**src/rtl/rv32_instr_encoder_if.sv**
```systemverilog
// Handshake bundle for rv32_instr_encoder.
//   slave  : encoder side (takes field sets, drives encoded words)
//   master : producer/consumer side (testbench, loader)
// Signals:
//   in_valid/in_ready           field-set handshake
//   in_instr                    {funct3, opcode} selector
//   in_rd/in_rs1/in_rs2         register indices
//   in_imm                      immediate (signed offset or value)
//   in_alt                      funct7[5] for SUB/SRA/SRAI
//   addr_load/addr_value        address counter reload
//   out_valid/out_ready         output handshake
//   out_word/out_addr/out_err   encoded word, imem byte address, error flag
interface rv32_instr_encoder_if;
  localparam int unsigned XLEN    = 32;
  localparam int unsigned INSTR_W = 10;
  localparam int unsigned REG_W   = 5;

  logic               in_valid;
  logic               in_ready;
  logic [INSTR_W-1:0] in_instr;
  logic [REG_W-1:0]   in_rd;
  logic [REG_W-1:0]   in_rs1;
  logic [REG_W-1:0]   in_rs2;
  logic [XLEN-1:0]    in_imm;
  logic               in_alt;
  logic               addr_load;
  logic [XLEN-1:0]    addr_value;
  logic               out_valid;
  logic               out_ready;
  logic [XLEN-1:0]    out_word;
  logic [XLEN-1:0]    out_addr;
  logic               out_err;

  modport master (
    output in_valid, in_instr, in_rd, in_rs1, in_rs2, in_imm, in_alt,
    output addr_load, addr_value, out_ready,
    input  in_ready, out_valid, out_word, out_addr, out_err
  );

  modport slave (
    input  in_valid, in_instr, in_rd, in_rs1, in_rs2, in_imm, in_alt,
    input  addr_load, addr_value, out_ready,
    output in_ready, out_valid, out_word, out_addr, out_err
  );
endinterface

```
**src/rtl/rv32_instr_encoder.sv**
```systemverilog
// rv32_instr_encoder: packs RV32I field sets into 32-bit instruction words,
// buffers them in a 2-entry FIFO and tags each with a sequential imem address.
// Ports:
//   clk        clock, all state on rising edge
//   rst        asynchronous active-high reset
//   bus        rv32_instr_encoder_if.slave (input fields, address reload,
//              encoded output word/address/error with valid/ready)
// Parameters:
//   BASE_ADDR  address given to the first word after reset
// Build option:
//   RV32_ENC_RANGE_CHECK_EN  when defined, out-of-range immediates also raise
//                            out_err (the word is still emitted, truncated)
module rv32_instr_encoder #(
  parameter logic [31:0] BASE_ADDR = 32'h0000_0000
) (
  input logic              clk,
  input logic              rst,
  rv32_instr_encoder_if.slave bus
);
  localparam int unsigned XLEN = 32;

  localparam logic [6:0] OPC_LUI    = 7'b0110111;
  localparam logic [6:0] OPC_AUIPC  = 7'b0010111;
  localparam logic [6:0] OPC_JAL    = 7'b1101111;
  localparam logic [6:0] OPC_JALR   = 7'b1100111;
  localparam logic [6:0] OPC_BRANCH = 7'b1100011;
  localparam logic [6:0] OPC_LOAD   = 7'b0000011;
  localparam logic [6:0] OPC_STORE  = 7'b0100011;
  localparam logic [6:0] OPC_OP_IMM = 7'b0010011;
  localparam logic [6:0] OPC_OP     = 7'b0110011;

  typedef enum logic [2:0] {
    FMT_NONE, FMT_R, FMT_I, FMT_SH, FMT_S, FMT_B, FMT_U, FMT_J
  } fmt_e;

  typedef enum logic [1:0] {S_EMPTY, S_ONE, S_FULL} state_e;

  logic [2:0]      f3;
  logic [6:0]      opc;
  logic [XLEN-1:0] imm;
  logic [4:0]      rd, rs1, rs2;

  assign f3  = bus.in_instr[9:7];
  assign opc = bus.in_instr[6:0];
  assign imm = bus.in_imm;
  assign rd  = bus.in_rd;
  assign rs1 = bus.in_rs1;
  assign rs2 = bus.in_rs2;

  fmt_e            fmt_c;
  logic            alt_ok_c;
  logic            alt_c;
  logic            range_err_c;
  logic [XLEN-1:0] enc_word_c;
  logic            enc_err_c;

  // Classify: U/J types on opcode alone, everything else needs a legal funct3.
  always_comb begin : classify
    fmt_c    = FMT_NONE;
    alt_ok_c = 1'b0;
    case (opc)
      OPC_LUI, OPC_AUIPC: fmt_c = FMT_U;
      OPC_JAL:            fmt_c = FMT_J;
      OPC_JALR:   if (f3 == 3'b000) fmt_c = FMT_I;
      OPC_BRANCH: if (f3 != 3'b010 && f3 != 3'b011) fmt_c = FMT_B;
      OPC_LOAD:   if (f3 inside {3'b000, 3'b001, 3'b010, 3'b100, 3'b101}) fmt_c = FMT_I;
      OPC_STORE:  if (f3 inside {3'b000, 3'b001, 3'b010}) fmt_c = FMT_S;
      OPC_OP_IMM: begin
        if (f3 == 3'b001) begin
          fmt_c = FMT_SH;
        end else if (f3 == 3'b101) begin
          fmt_c    = FMT_SH;
          alt_ok_c = 1'b1;
        end else begin
          fmt_c = FMT_I;
        end
      end
      OPC_OP: begin
        fmt_c    = FMT_R;
        alt_ok_c = (f3 == 3'b000) || (f3 == 3'b101);
      end
      default: fmt_c = FMT_NONE;
    endcase
  end

  // An illegal alt request is flagged but never leaks into the word.
  assign alt_c = bus.in_alt & alt_ok_c;

  always_comb begin : encode
    enc_word_c = '0;
    case (fmt_c)
      FMT_R:  enc_word_c = {1'b0, alt_c, 5'b0, rs2, rs1, f3, rd, opc};
      FMT_I:  enc_word_c = {imm[11:0], rs1, f3, rd, opc};
      FMT_SH: enc_word_c = {1'b0, alt_c, 5'b0, imm[4:0], rs1, f3, rd, opc};
      FMT_S:  enc_word_c = {imm[11:5], rs2, rs1, f3, imm[4:0], opc};
      FMT_B:  enc_word_c = {imm[12], imm[10:5], rs2, rs1, f3, imm[4:1], imm[11], opc};
      FMT_U:  enc_word_c = {imm[31:12], rd, opc};
      FMT_J:  enc_word_c = {imm[20], imm[10:1], imm[11], imm[19:12], rd, opc};
      default: enc_word_c = '0;
    endcase
  end

`ifdef RV32_ENC_RANGE_CHECK_EN
  // In range means the immediate equals the sign extension of its encoded bits.
  always_comb begin : range_check
    range_err_c = 1'b0;
    case (fmt_c)
      FMT_I, FMT_S: range_err_c = (imm != {{20{imm[11]}}, imm[11:0]});
      FMT_B:        range_err_c = (imm != {{19{imm[12]}}, imm[12:0]}) | imm[0];
      FMT_J:        range_err_c = (imm != {{11{imm[20]}}, imm[20:0]}) | imm[0];
      FMT_SH:       range_err_c = |imm[31:5];
      FMT_U:        range_err_c = |imm[11:0];
      default:      range_err_c = 1'b0;
    endcase
  end
`else
  assign range_err_c = 1'b0;
`endif

  assign enc_err_c = (fmt_c == FMT_NONE) | (bus.in_alt & ~alt_ok_c) | range_err_c;

  // FIFO: head register drives out_* directly, tail holds the second entry.
  state_e          state_q, state_d;
  logic            in_ready_q, out_valid_q;
  logic [XLEN-1:0] head_word_q, head_addr_q, tail_word_q, tail_addr_q;
  logic            head_err_q, tail_err_q;
  logic [XLEN-1:0] addr_q, addr_d, cap_addr_c;
  logic            push_c, pop_c;
  logic            load_head_c, load_tail_c, shift_c;

  assign push_c = bus.in_valid & in_ready_q;
  assign pop_c  = out_valid_q & bus.out_ready;

  // Address captured by a push; a same-cycle reload takes priority.
  assign cap_addr_c = bus.addr_load ? bus.addr_value : addr_q;
  assign addr_d     = push_c ? cap_addr_c + 32'd4 : cap_addr_c;

  always_ff @(posedge clk or posedge rst) begin : state_reg
    if (rst) begin
      state_q <= S_EMPTY;
    end else begin
      state_q <= state_d;
    end
  end

  // Occupancy transitions and which storage register loads this cycle.
  always_comb begin : next_state
    state_d     = state_q;
    load_head_c = 1'b0;
    load_tail_c = 1'b0;
    shift_c     = 1'b0;
    case (state_q)
      S_EMPTY: begin
        if (push_c) begin
          state_d     = S_ONE;
          load_head_c = 1'b1;
        end
      end
      S_ONE: begin
        if (push_c && pop_c) begin
          load_head_c = 1'b1;
        end else if (push_c) begin
          state_d     = S_FULL;
          load_tail_c = 1'b1;
        end else if (pop_c) begin
          state_d = S_EMPTY;
        end
      end
      S_FULL: begin
        if (pop_c) begin
          state_d = S_ONE;
          shift_c = 1'b1;
        end
      end
      default: state_d = S_EMPTY;
    endcase
  end

  always_ff @(posedge clk or posedge rst) begin : data_regs
    if (rst) begin
      in_ready_q  <= 1'b1;
      out_valid_q <= 1'b0;
      head_word_q <= '0;
      head_addr_q <= '0;
      head_err_q  <= 1'b0;
      tail_word_q <= '0;
      tail_addr_q <= '0;
      tail_err_q  <= 1'b0;
      addr_q      <= BASE_ADDR;
    end else begin
      in_ready_q  <= (state_d != S_FULL);
      out_valid_q <= (state_d != S_EMPTY);
      addr_q      <= addr_d;
      if (load_head_c) begin
        head_word_q <= enc_word_c;
        head_addr_q <= cap_addr_c;
        head_err_q  <= enc_err_c;
      end else if (shift_c) begin
        head_word_q <= tail_word_q;
        head_addr_q <= tail_addr_q;
        head_err_q  <= tail_err_q;
      end
      if (load_tail_c) begin
        tail_word_q <= enc_word_c;
        tail_addr_q <= cap_addr_c;
        tail_err_q  <= enc_err_c;
      end
    end
  end

  assign bus.in_ready  = in_ready_q;
  assign bus.out_valid = out_valid_q;
  assign bus.out_word  = head_word_q;
  assign bus.out_addr  = head_addr_q;
  assign bus.out_err   = head_err_q;
endmodule
```
**src/flat_wrapper.sv**
```systemverilog
// flat-port wrapper written by rule: the top's interface ports become plain ports
module rv32_instr_encoder_flat 
#(
  parameter logic [31:0] BASE_ADDR = 32'h0000_0000
)
  (clk, rst, bus_in_valid, bus_in_instr, bus_in_rd, bus_in_rs1, bus_in_rs2, bus_in_imm, bus_in_alt, bus_addr_load, bus_addr_value, bus_out_ready, bus_in_ready, bus_out_valid, bus_out_word, bus_out_addr, bus_out_err);
  rv32_instr_encoder_if bus_i ();
  input logic clk;
  input logic rst;
  input wire logic [$bits(bus_i.in_valid)-1:0] bus_in_valid;
  input wire logic [$bits(bus_i.in_instr)-1:0] bus_in_instr;
  input wire logic [$bits(bus_i.in_rd)-1:0] bus_in_rd;
  input wire logic [$bits(bus_i.in_rs1)-1:0] bus_in_rs1;
  input wire logic [$bits(bus_i.in_rs2)-1:0] bus_in_rs2;
  input wire logic [$bits(bus_i.in_imm)-1:0] bus_in_imm;
  input wire logic [$bits(bus_i.in_alt)-1:0] bus_in_alt;
  input wire logic [$bits(bus_i.addr_load)-1:0] bus_addr_load;
  input wire logic [$bits(bus_i.addr_value)-1:0] bus_addr_value;
  input wire logic [$bits(bus_i.out_ready)-1:0] bus_out_ready;
  output wire logic [$bits(bus_i.in_ready)-1:0] bus_in_ready;
  output wire logic [$bits(bus_i.out_valid)-1:0] bus_out_valid;
  output wire logic [$bits(bus_i.out_word)-1:0] bus_out_word;
  output wire logic [$bits(bus_i.out_addr)-1:0] bus_out_addr;
  output wire logic [$bits(bus_i.out_err)-1:0] bus_out_err;
  assign bus_i.in_valid = bus_in_valid;
  assign bus_i.in_instr = bus_in_instr;
  assign bus_i.in_rd = bus_in_rd;
  assign bus_i.in_rs1 = bus_in_rs1;
  assign bus_i.in_rs2 = bus_in_rs2;
  assign bus_i.in_imm = bus_in_imm;
  assign bus_i.in_alt = bus_in_alt;
  assign bus_i.addr_load = bus_addr_load;
  assign bus_i.addr_value = bus_addr_value;
  assign bus_i.out_ready = bus_out_ready;
  assign bus_in_ready = bus_i.in_ready;
  assign bus_out_valid = bus_i.out_valid;
  assign bus_out_word = bus_i.out_word;
  assign bus_out_addr = bus_i.out_addr;
  assign bus_out_err = bus_i.out_err;
  rv32_instr_encoder #(.BASE_ADDR(BASE_ADDR)) u_core (.clk(clk), .rst(rst), .bus(bus_i));
endmodule
```
**config.mk**
```make
export PLATFORM = sky130hd
export DESIGN_NAME = rv32_instr_encoder_flat
export DESIGN_NICKNAME = d
export VERILOG_FILES = /design/src/rtl/rv32_instr_encoder_if.sv /design/src/rtl/rv32_instr_encoder.sv /design/src/flat_wrapper.sv
export SDC_FILE = /design/constraint.sdc
export NUM_CORES = 1
export LEC_CHECK = 0
export BUFFER_PORTS_ARGS = -buffer_cell sky130_fd_sc_hd__buf_2
export CAP_MARGIN = 20
export CORE_AREA = 2 2 123 125
export CTS_CLUSTER_SIZE = 12
export DETAILED_ROUTE_END_ITERATION = 16
export DIE_AREA = 0 0 125 127
export HOLD_SLACK_MARGIN = 0.03
export PLACE_DENSITY = 0.79
export SYNTH_ARGS = -nofsm -noshare
export SYNTH_HDL_FRONTEND = slang
export SYNTH_SLANG_ARGS = --single-unit
```
**constraint.sdc**
```tcl
create_clock -name clk -period 11.4 [get_ports clk]
set_input_delay 1.71 -clock clk [delete_from_list [all_inputs] [get_ports clk]]
set_output_delay 1.71 -clock clk [all_outputs]
set_load 0.01 [all_outputs]
```
Yosys cells after proc, flatten, opt, wreduce, memory -nomap -nowiden

Index checks and enable logic that the tools add are counted.
Widths: inputs -> output; s select.

$add $sub $neg: 1
Eq/ne operators: 25
Mux-type cells: 32
Bitwise gates (word level): 6
Reduce and logical (&&, ||, !) cells: 11

Operators by type and width:

| operator              | number |
|---|---|
| $pmux 32 s7           | 1 |
| $mux 32               | 6 |
| $add 32x3->32 const B | 1 |
| $pmux 3 s8            | 1 |
| $eq 7x6->1 const B    | 3 |
| $eq 7x7->1 const B    | 3 |
| $eq 3x3->1 const B    | 6 |
| $eq 7x5->1 const B    | 2 |
| $mux 2                | 7 |
| $mux 1                | 11 |
| $eq 3x2->1 const B    | 3 |
| $mux 3                | 3 |
| $eq 7x2->1 const B    | 1 |
| $eq 3x1->1 const B    | 2 |
| $logic_not 3->1       | 2 |
| $ne 3x2->1 const B    | 2 |
| $pmux 2 s3            | 1 |
| $reduce_bool 5->1     | 1 |
| $and 1x1->1           | 4 |
| $pmux 1 s2            | 2 |
| $reduce_bool 2->1     | 2 |
| $reduce_bool 3->1     | 1 |
| $eq 2x1->1 const B    | 1 |
| $eq 2x2->1 const B    | 1 |
| 7 further kinds       | 8 |

Flip-flop bits (word level): 166
Bits of input ports: 95
Word-level logic and storage cells: 85

Longest topological paths before layout

Gate-level depths: netlist of the first run.

Word-level depth: 8
Depth in mapped cells: 13
Mapped depth without buffers: 9

Worst setup path before layout of the first run

No wires, ideal clock.

Path type: input-to-reg
Start: input bus_addr_load
End: register u_core.addr_q[30]
Library setup time: 0.138 ns
Data arrival time: 3.838 ns
Slack: 7.424 ns
Stages: 12
Buffers on the path: 4
Path through: buf_4 -> buf_2 -> buf_2 -> mux2_2 -> ha_1 -> nand3_1 -> a211oi_2 -> and3_1 -> clkbuf_1 -> nand2_1 -> nor4_1 -> xnor2_1

Cells in the longest elaborated chain, start to end: 3

Ends and longest elaborated chain:

| item                     | RTL line                  | text |
|---|---|---|
| from (decl)              | flat_wrapper.sv:17        | `input wire logic [$bits(bus_i.addr_load)-1:0] bus_addr_load;` |
| $mux 32                  | rv32_instr_encoder.sv:135 | `assign cap_addr_c = bus.addr_load ? bus.addr_value : addr_q;` |
| via u_core.cap_addr_c[2] | rv32_instr_encoder.sv:127 | `logic [XLEN-1:0] addr_q, addr_d, cap_addr_c;` |
| $add 32x3->32            | rv32_instr_encoder.sv:136 | `assign addr_d = push_c ? cap_addr_c + 32'd4 : cap_addr_c;` |
| $mux 32                  | rv32_instr_encoder.sv:136 |  |
| via u_core.addr_d[30]    | rv32_instr_encoder.sv:127 |  |
| to (signal assigned)     | rv32_instr_encoder.sv:193 | `addr_q <= addr_d;` |
| to (decl)                | rv32_instr_encoder.sv:127 |  |

The timed path passes the listed nets, and every way through them passes these cells.
A chain may end at the register's enable or synchronous reset.

Worst setup path in the final report of the first run

Start: input bus_in_instr[6]
End: register u_core.head_word_q[17], in the netlist u_core.bus.out_word[17]

Cells in the longest elaborated chain, start to end: 6
Elaborated cells on any way between the ends: 20
Those cells by class: eq/ne: 16; mux: 3; reduce/logical: 1

Ends and longest elaborated chain:

| item                                     | RTL line                  | text |
|---|---|---|
| from (decl)                              | flat_wrapper.sv:11        | `input wire logic [$bits(bus_i.in_instr)-1:0] bus_in_instr;` |
| $eq 7x6->1 or $eq 7x5->1 (tied branches) | rv32_instr_encoder.sv:61  | `case (opc)` |
| $reduce_or 2->1                          | rv32_instr_encoder.sv:61  |  |
| $pmux 3 s8 (*)                           | rv32_instr_encoder.sv:61  |  |
| $eq 3x3->1 (tied with other cells)       | rv32_instr_encoder.sv:91  | `case (fmt_c)` |
| $pmux 32 s7 (*)                          | rv32_instr_encoder.sv:91  |  |
| $mux 32 (*)                              | rv32_instr_encoder.sv:194 | `if (load_head_c) begin` |
| to (signal assigned)                     | rv32_instr_encoder.sv:195 | `head_word_q <= enc_word_c;` |
| to (signal assigned)                     | rv32_instr_encoder.sv:199 | `head_word_q <= tail_word_q;` |
| to (decl)                                | rv32_instr_encoder.sv:125 | `logic [XLEN-1:0] head_word_q, head_addr_q, tail_word_q, tail_addr_q;` |

Every way passes the cells marked *; elsewhere a longest branch is shown, timed or not.

==> impl_metrics.json, run 1 <==
{
  "outcome": "completed",
  "holdWs_ns": 0.479,
  "drv_slew": 0,
  "p_sw_share_pct": 33.4,
  "peakVddDrop_mv": 0.116,
  "yosysTopAreaCell": "dfrtp_1",
  "max_slew_margin_pct": 38.7,
  "final_hold_viol_count": 0,
  "vias": 6669,
  "dr_wl_met3_um": 1370,
  "antenna_found_initial": 0,
  "setup_tns_ns": 0,
  "cts.sinks": 166,
  "start_util_pct": 54.6,
  "dp_hpwl_um": 13300,
  "highest_layer": "met4",
  "clock_tree.root_cell": "clkbuf_16",
  "drtPass1Iterations": 6,
  "worstPathArrival_ns": 4.09,
  "drt_iter0_markers": 584,
  "grt_remaining_overflow": 0,
  "ys_warn_count": 0,
  "cts_tree": "yes",
  "clk_pin_slew_worst_paths_ns": 0.06,
  "wire_per_inst_um": 17.4,
  "h-tree-depth": 4,
  "switchingPower_uw": 734,
  "ys_async_sr_fraction_pct": 100,
  "critPathLaunchType": "input pin",
  "nNetsFinal": 1058,
  "diodes": 0,
  "min_path_type": "register to register",
  "met1Wirelength_um": 9060,
  "p_comb_share_pct": 29.9,
  "cts_made_buffers": 17,
  "syn_inst": 826,
  "fmax_ghz": 0.265,
  "grt_usage_pct": 26.3,
  "p_int_mw": 1.46,
  "layout_min_cycle_time_ns": 3.78,
  "synth-seq-area-share_pct": 52.7,
  "critPathRequiredTime_ns": 11.72,
  "die_area_sq_um": 15900,
  "grt_pass1_wl_um": 33500,
  "routed_wl_um": 20200,
  "yosysTopAreaCellShare_pct": 52.4,
  "syn-num-nets": 922,
  "skew_ns": 0.0144,
  "cts_hold_buf": 0,
  "netlist_area_sq_um": 7880,
  "startpoint": "bus_in_instr[6]",
  "synth.avg_cell_area_sq_um": 9.54,
  "worst_pin_slew_ns": 0.919,
  "cts_setup_buffers": 0,
  "final_core_utilization_pct": 65.4,
  "crit_fanout": 16,
  "cts_max_path_buffers": 2,
  "io_pins": 162,
  "power.total_mw": 2.20,
  "rsz0062_at_grt": "no",
  "die_h_um": 127,
  "io_buffers": 161,
  "final_antenna_net_count": 0,
  "viasPerCell": 5.75,
  "finalCritPeriodShare_pct": 33.1,
  "grt_max_degree": 95,
  "drc": 0,
  "setup_viol": 0,
  "r2r-start": "u_core.state_q[1]",
  "die-width_um": 125,
  "synth-main-ff-cell": "dfrtp_1",
  "num_rows": 44,
  "synth_edf_count": 0,
  "leakagePower_nw": 4.47,
  "holdCritStartpoint": "u_core.tail_word_q[18]",
  "p_per_area_nw_per_um2": 233,
  "clkPwrFrac_pct": 28.4,
  "synth_cell_types": 61,
  "synth-seq-cells": 166,
  "critPathKind": "input pin to register",
  "drive_above_1_share_pct": 23.3,
  "gp_congestion": 0.928,
  "area_growth_pct": 19.7,
  "ctsResizeCount": 0,
  "seq_power_share_pct": 41.7,
  "critPathCaptureType": "register",
  "maxCapViolCount": 0,
  "core_area_sq_um": 14400,
  "ys_top_cells_by_area": "dfrtp_1 52%, nand2_1 9.0%, mux2i_1 4.6%",
  "wl_met2_um": 9490,
  "grt_pass1_vias": 6588,
  "clock_latency_ns": 0.43
}
## synthesized netlist by cell type (2+ instances only)
cell / count
a31oi_1: 18
a21o_1: 10
nand2_1: 190
and2_1: 3
nor2_1: 48
nand2b_1: 2
o21ai_0: 39
nor2b_1: 6
mux2_2: 7
nor4_4: 2
a222oi_1: 2
a211oi_2: 2
buf_4: 2
buf_6: 2
a32o_1: 2
a21oi_1: 58
o2111a_1: 2
dfrtp_1: 165
inv_1: 5
mux2i_1: 36
nand4_1: 6
buf_1: 7
nor3_1: 18
and3_1: 39
nand3_1: 13
o31ai_1: 15
a211oi_1: 2
buf_2: 9
nand3b_1: 5
a22oi_1: 14
xor2_1: 6
xnor2_1: 21
a221o_1: 8
a32oi_1: 2
clkbuf_1: 34
## layout make-up
type,instances,area [sq um]
Fill cell,1191,4990
Sequential cell,166,4160
Multi-Input combinational cell,600,3490
Timing Repair Buffer,172,888
Clock buffer,25,505
Tap cell,184,230
Clock inverter,7,140
Inverter,5,23.8
## worst max-delay path, stage by stage
cell,delay (ns)
buf_2,0.16
nor4bb_2,0.45
and3_1,0.60
nand2b_1,0.51
mux2i_1,0.32
nor3_1,0.07
a221o_1,0.27
## cells by family (layout without fill, tap and decap cells)
group / Yosys count / after routing / share of synthesized area [%]
AO/OA/AOI/OAI: 187 / 187 / 15.3
XOR/XNOR: 27 / 27 / 3.00
adder cells (fa/ha/maj): 1 / 1 / 0.159
buffers and inverters: 60 / 209 / 3.30
flip-flops: 166 / 166 / 52.7
multiplexers: 43 / 43 / 5.57
AND/OR/NAND/NOR: 342 / 342 / 20.0
## stage by stage
stage / setup slack (ns) / cells / area [sq um]
2_1_floorplan: 5.20 / 826 / 7880
3_3_place_gp: 7.26 / 1126 / 8780
3_5_place_dp: 7.20 / 1126 / 8780
4_1_cts: 7.63 / 1158 / 9430
5_1_grt: 7.27 / 1159 / 9440
6_report: 7.62 / 1159 / 9440
## layout by cell type, fill, tap and decap left out, types with 6 or more instances in the layout
| master | count |
|---|---|
| a21o_1 | 10 |
| a21oi_1 | 58 |
| a221o_1 | 8 |
| a22oi_1 | 14 |
| a31oi_1 | 18 |
| and3_1 | 39 |
| buf_2 | 161 |
| buf_4 | 11 |
| clkbuf_16 | 17 |
| dfrtp_1 | 165 |
| mux2_2 | 7 |
| mux2i_1 | 36 |
| nand2_1 | 188 |
| nand3_1 | 12 |
| nand4_1 | 6 |
| nor2_1 | 48 |
| nor3_1 | 16 |
| o21ai_0 | 39 |
| o31ai_1 | 15 |
| xnor2_1 | 21 |
| xor2_1 | 6 |
## final timing paths
kind                                           end  slack, ns  cells after the start
setup / recovery           u_core.bus.out_word[17]       7.62                      7
hold / removal              u_core.tail_word_q[18]       0.48                      2
setup reg to reg           u_core.bus.out_addr[25]       8.76                      6
hold reg to reg             u_core.tail_word_q[18]       0.48                      2
max in group asynchronous        u_core.addr_q[25]       8.47                      3
min in group asynchronous   u_core.bus.out_addr[6]       1.45                      2
## flip-flops by register name, indices dropped and copies added, names as in the netlist, 2 cells and up
register / flops
u_core.addr_q: 32
u_core.bus.out_addr: 32
u_core.bus.out_word: 32
u_core.state_q: 2
u_core.tail_addr_q: 32
u_core.tail_word_q: 32
## metal layers
layer,GRT usage (%),vias up
met3,6.07,22
met1,36.8,3212
met2,41.2,263
met4,7.91,0
li1,-,3172
met5,0,-
## power groups by stage
stage	combinational [mW]	clock [mW]	sequential, mW
6_report	0.657	0.625	0.916
5_1_grt	0.741	0.659	0.945
4_1_cts	0.661	0.632	0.915
3_5_place_dp	0.657	0	0.922
3_3_place_gp	0.640	0	0.917
2_1_floorplan	0.384	0	0.951
Power figures use the tool's default switching activity.
==> run 2: changes to the inputs <==
Settings changed: ABC_AREA from default to 1, CORE_AREA 2 2 123 125 to 2 2 134 136, DIE_AREA 0 0 125 127 to 0 0 136 138, PLACE_DENSITY 0.79 to 0.75.
Clock period 11.4 ns to 3.2 ns, I/O delays scaled along.
==> run 2 against run 1 <==
Against the previous run:
- critical endpoint is now u_core.addr_q[30]
- highest routed layer unchanged
- global-route usage fell by 2.2 points
- via count rose by 13%
- sequential power rose to 3.4 times the previous value
- count of clock-buffer cells in the layout fell by 6
- critical path type is now register to register
==> impl_metrics.json, run 2 <==
{
  "grt_pass1_wl_um": 35800,
  "power.total_mw": 7.61,
  "finalCritPeriodShare_pct": 72.3,
  "ctsResizeCount": 0,
  "leakagePower_nw": 5.15,
  "p_comb_share_pct": 32.2,
  "cts_max_path_buffers": 2,
  "wire_per_inst_um": 14.6,
  "h-tree-depth": 4,
  "final_area_sq_um": 10100,
  "layout_commonest_cell": "nand2_1",
  "synth_most_common_cell": "nand2_1",
  "layout_setup_ws_ns": 0.886,
  "skew_ns": 0.00888,
  "synth_edf_count": 0,
  "cts_tree": "yes",
  "placedInstanceArea_sq_um": 9490,
  "critPathLaunchType": "register",
  "grt_remaining_overflow": 0,
  "diodes": 0,
  "grt_max_degree": 90,
  "cts_made_buffers": 17,
  "cts.sinks": 166,
  "clock_tree.root_cell": "clkbuf_16",
  "synth-seq-cells": 166,
  "worstPathArrival_ns": 2.69,
  "syn-num-nets": 1174,
  "synth.avg_cell_area_sq_um": 7.84,
  "crit_fanout": 13,
  "drtPass1Iterations": 6,
  "clkPwrFrac_pct": 26.3,
  "post-place-ws_ns": 0.573,
  "fillers": 1658,
  "cts_hold_buf": 0,
  "setup_tns_ns": 0,
  "startpoint": "u_core.bus.in_ready",
  "min_path_type": "input pin to async pin",
  "layout_min_cycle_time_ns": 2.31,
  "mostFrequentLayoutCells": "393 x nand2_1, 165 x dfrtp_1, 161 x buf_2",
  "synth-main-ff-cell": "dfrtp_1",
  "seq_power_share_pct": 41.5,
  "final_antenna_net_count": 0,
  "switchingPower_mw": 2.80,
  "die_area_sq_um": 18800,
  "grt_usage_pct": 24.0,
  "setup_viol": 0,
  "num_rows": 49,
  "drive_above_1_share_pct": 21.6,
  "max_slew_margin_pct": 48.9,
  "peakVddDrop_mv": 0.389,
  "r2r-start": "u_core.bus.in_ready",
  "netlist_area_sq_um": 8450,
  "synth_cell_types": 42,
  "critPathRequiredTime_ns": 3.58,
  "die-width_um": 136,
  "p_sw_share_pct": 36.8,
  "io_buffers": 161,
  "fmax_ghz": 0.432,
  "core_area_sq_um": 17500,
  "outcome": "completed",
  "critPathCaptureType": "register",
  "grt_pass1_vias": 7201,
  "p_per_area_nw_per_um2": 756,
  "worst_pin_slew_ns": 0.765,
  "clock_latency_ns": 0.44,
  "io_pins": 162,
  "syn_inst": 1078,
  "ys_warn_count": 0,
  "max_stage_delay_ns": 0.52,
  "p_int_mw": 4.81,
  "ys_top_cells_by_area": "dfrtp_1 49%, nand2_1 18%, inv_1 4.5%",
  "critPathKind": "register to register",
  "yosysTopAreaCellShare_pct": 48.8,
  "viasPerCell": 5.13,
  "area_growth_pct": 19.0,
  "gp_congestion": 0.906,
  "drc": 0,
  "synth-seq-area-share_pct": 49.1,
  "nNetsFinal": 1322,
  "path_cells": "nand2_1, inv_1, nand3_2, nor2_4, nand3_2, nor2_4, nand3b_2, nor2_1, nand2_1, nand2_1",
  "cts_setup_buffers": 0,
  "slowest_stage": "dfstp_2",
  "drt_iter0_markers": 590,
  "ys_async_sr_fraction_pct": 100,
  "yosysTopAreaCell": "dfrtp_1",
  "routed_wl_um": 21500,
  "holdWs_ns": 0.0849,
  "die_h_um": 138,
  "rsz0062_at_grt": "no",
  "synthTopCellsByCount": "395 x nand2_1, 165 x dfrtp_1, 102 x inv_1",
  "critPathMostFrequentCell": "nand2_1",
  "maxCapViolCount": 0,
  "clk_pin_slew_worst_paths_ns": 0.07,
  "start_util_pct": 48.2,
  "antenna_found_initial": 0,
  "dp_hpwl_um": 15100,
  "final_hold_viol_count": 0,
  "vias": 7533,
  "drv_slew": 0
}
==> run 2: cell count changes after synthesis, sizes merged, moves of 36 or more <==
cell    change
nand3      +58
inv       +101
o211ai     +42
o21ai      +55
and3       -39
a21oi      -52
nand2     +211
mux2i      -36
==> run 2: power by group through the flow <==
stage	logic (mW)	clock network [mW]	registers [mW]
after CTS	2.48	2.03	3.15
after global placement	2.41	0	3.16
final	2.45	2.00	3.16
after global routing	2.80	2.12	3.23
after floorplan	1.46	0	3.29
after detailed placement	2.47	0	3.18
==> run 2: logic make-up after synthesis <==
kind of cell,synth area share [%]
flops,49.1
fa+ha+maj,0.148
compound gates,12.1
simple gates,29.1
buf+inv,7.31
xor+xnor,2.18
==> run 2: critical path, delay by kind of cell, from the launching register on <==
family | cells | cell delay [ns]
buf+inv | 1 | 0.42
flops | 1 | 0.52
simple gates | 9 | 1.30
==> run 2: layout make-up <==
cell class / count / area, sq um / area share [%]
clock buffer: 19 / 453 / 4.50
timing repair buffer: 175 / 936 / 9.30
sequential: 166 / 4160 / 41.3
inverter: 107 / 405 / 4.03
multi-input combinational: 759 / 3700 / 36.8
clock inverter: 13 / 124 / 1.23
tap: 229 / 287 / 2.85
==> run 2: path summary, 6_finish.rpt <==
check	slack, ns	cells past startpoint	endpoint
max	0.89	10	u_core.addr_q[30]
min	0.08	2	u_core.bus.out_word[16]
min in group clk	0.34	3	u_core.addr_q[0]
min reg2reg	0.48	2	u_core.tail_word_q[30]
max reg2reg	0.89	10	u_core.addr_q[30]
max in group asynchronous	2.28	3	u_core.tail_addr_q[27]
==> run 2: stage by stage <==
stage	cells	util, %
after floorplan	1078	-
after global placement	1436	54.1
after detailed placement	1436	54.1
after CTS	1468	57.4
after global routing	1468	57.4
final	1468	57.4
==> run 2: layer usage <==
layer / wire [um] / vias up / global-route usage, %
met4: 399 / 0 / 7.24
met3: 1170 / 31 / 4.33
met2: 10200 / 230 / 38.6
li1: - / 3744 / -
met5: 0 / - / 0
met1: 9690 / 3528 / 33.3
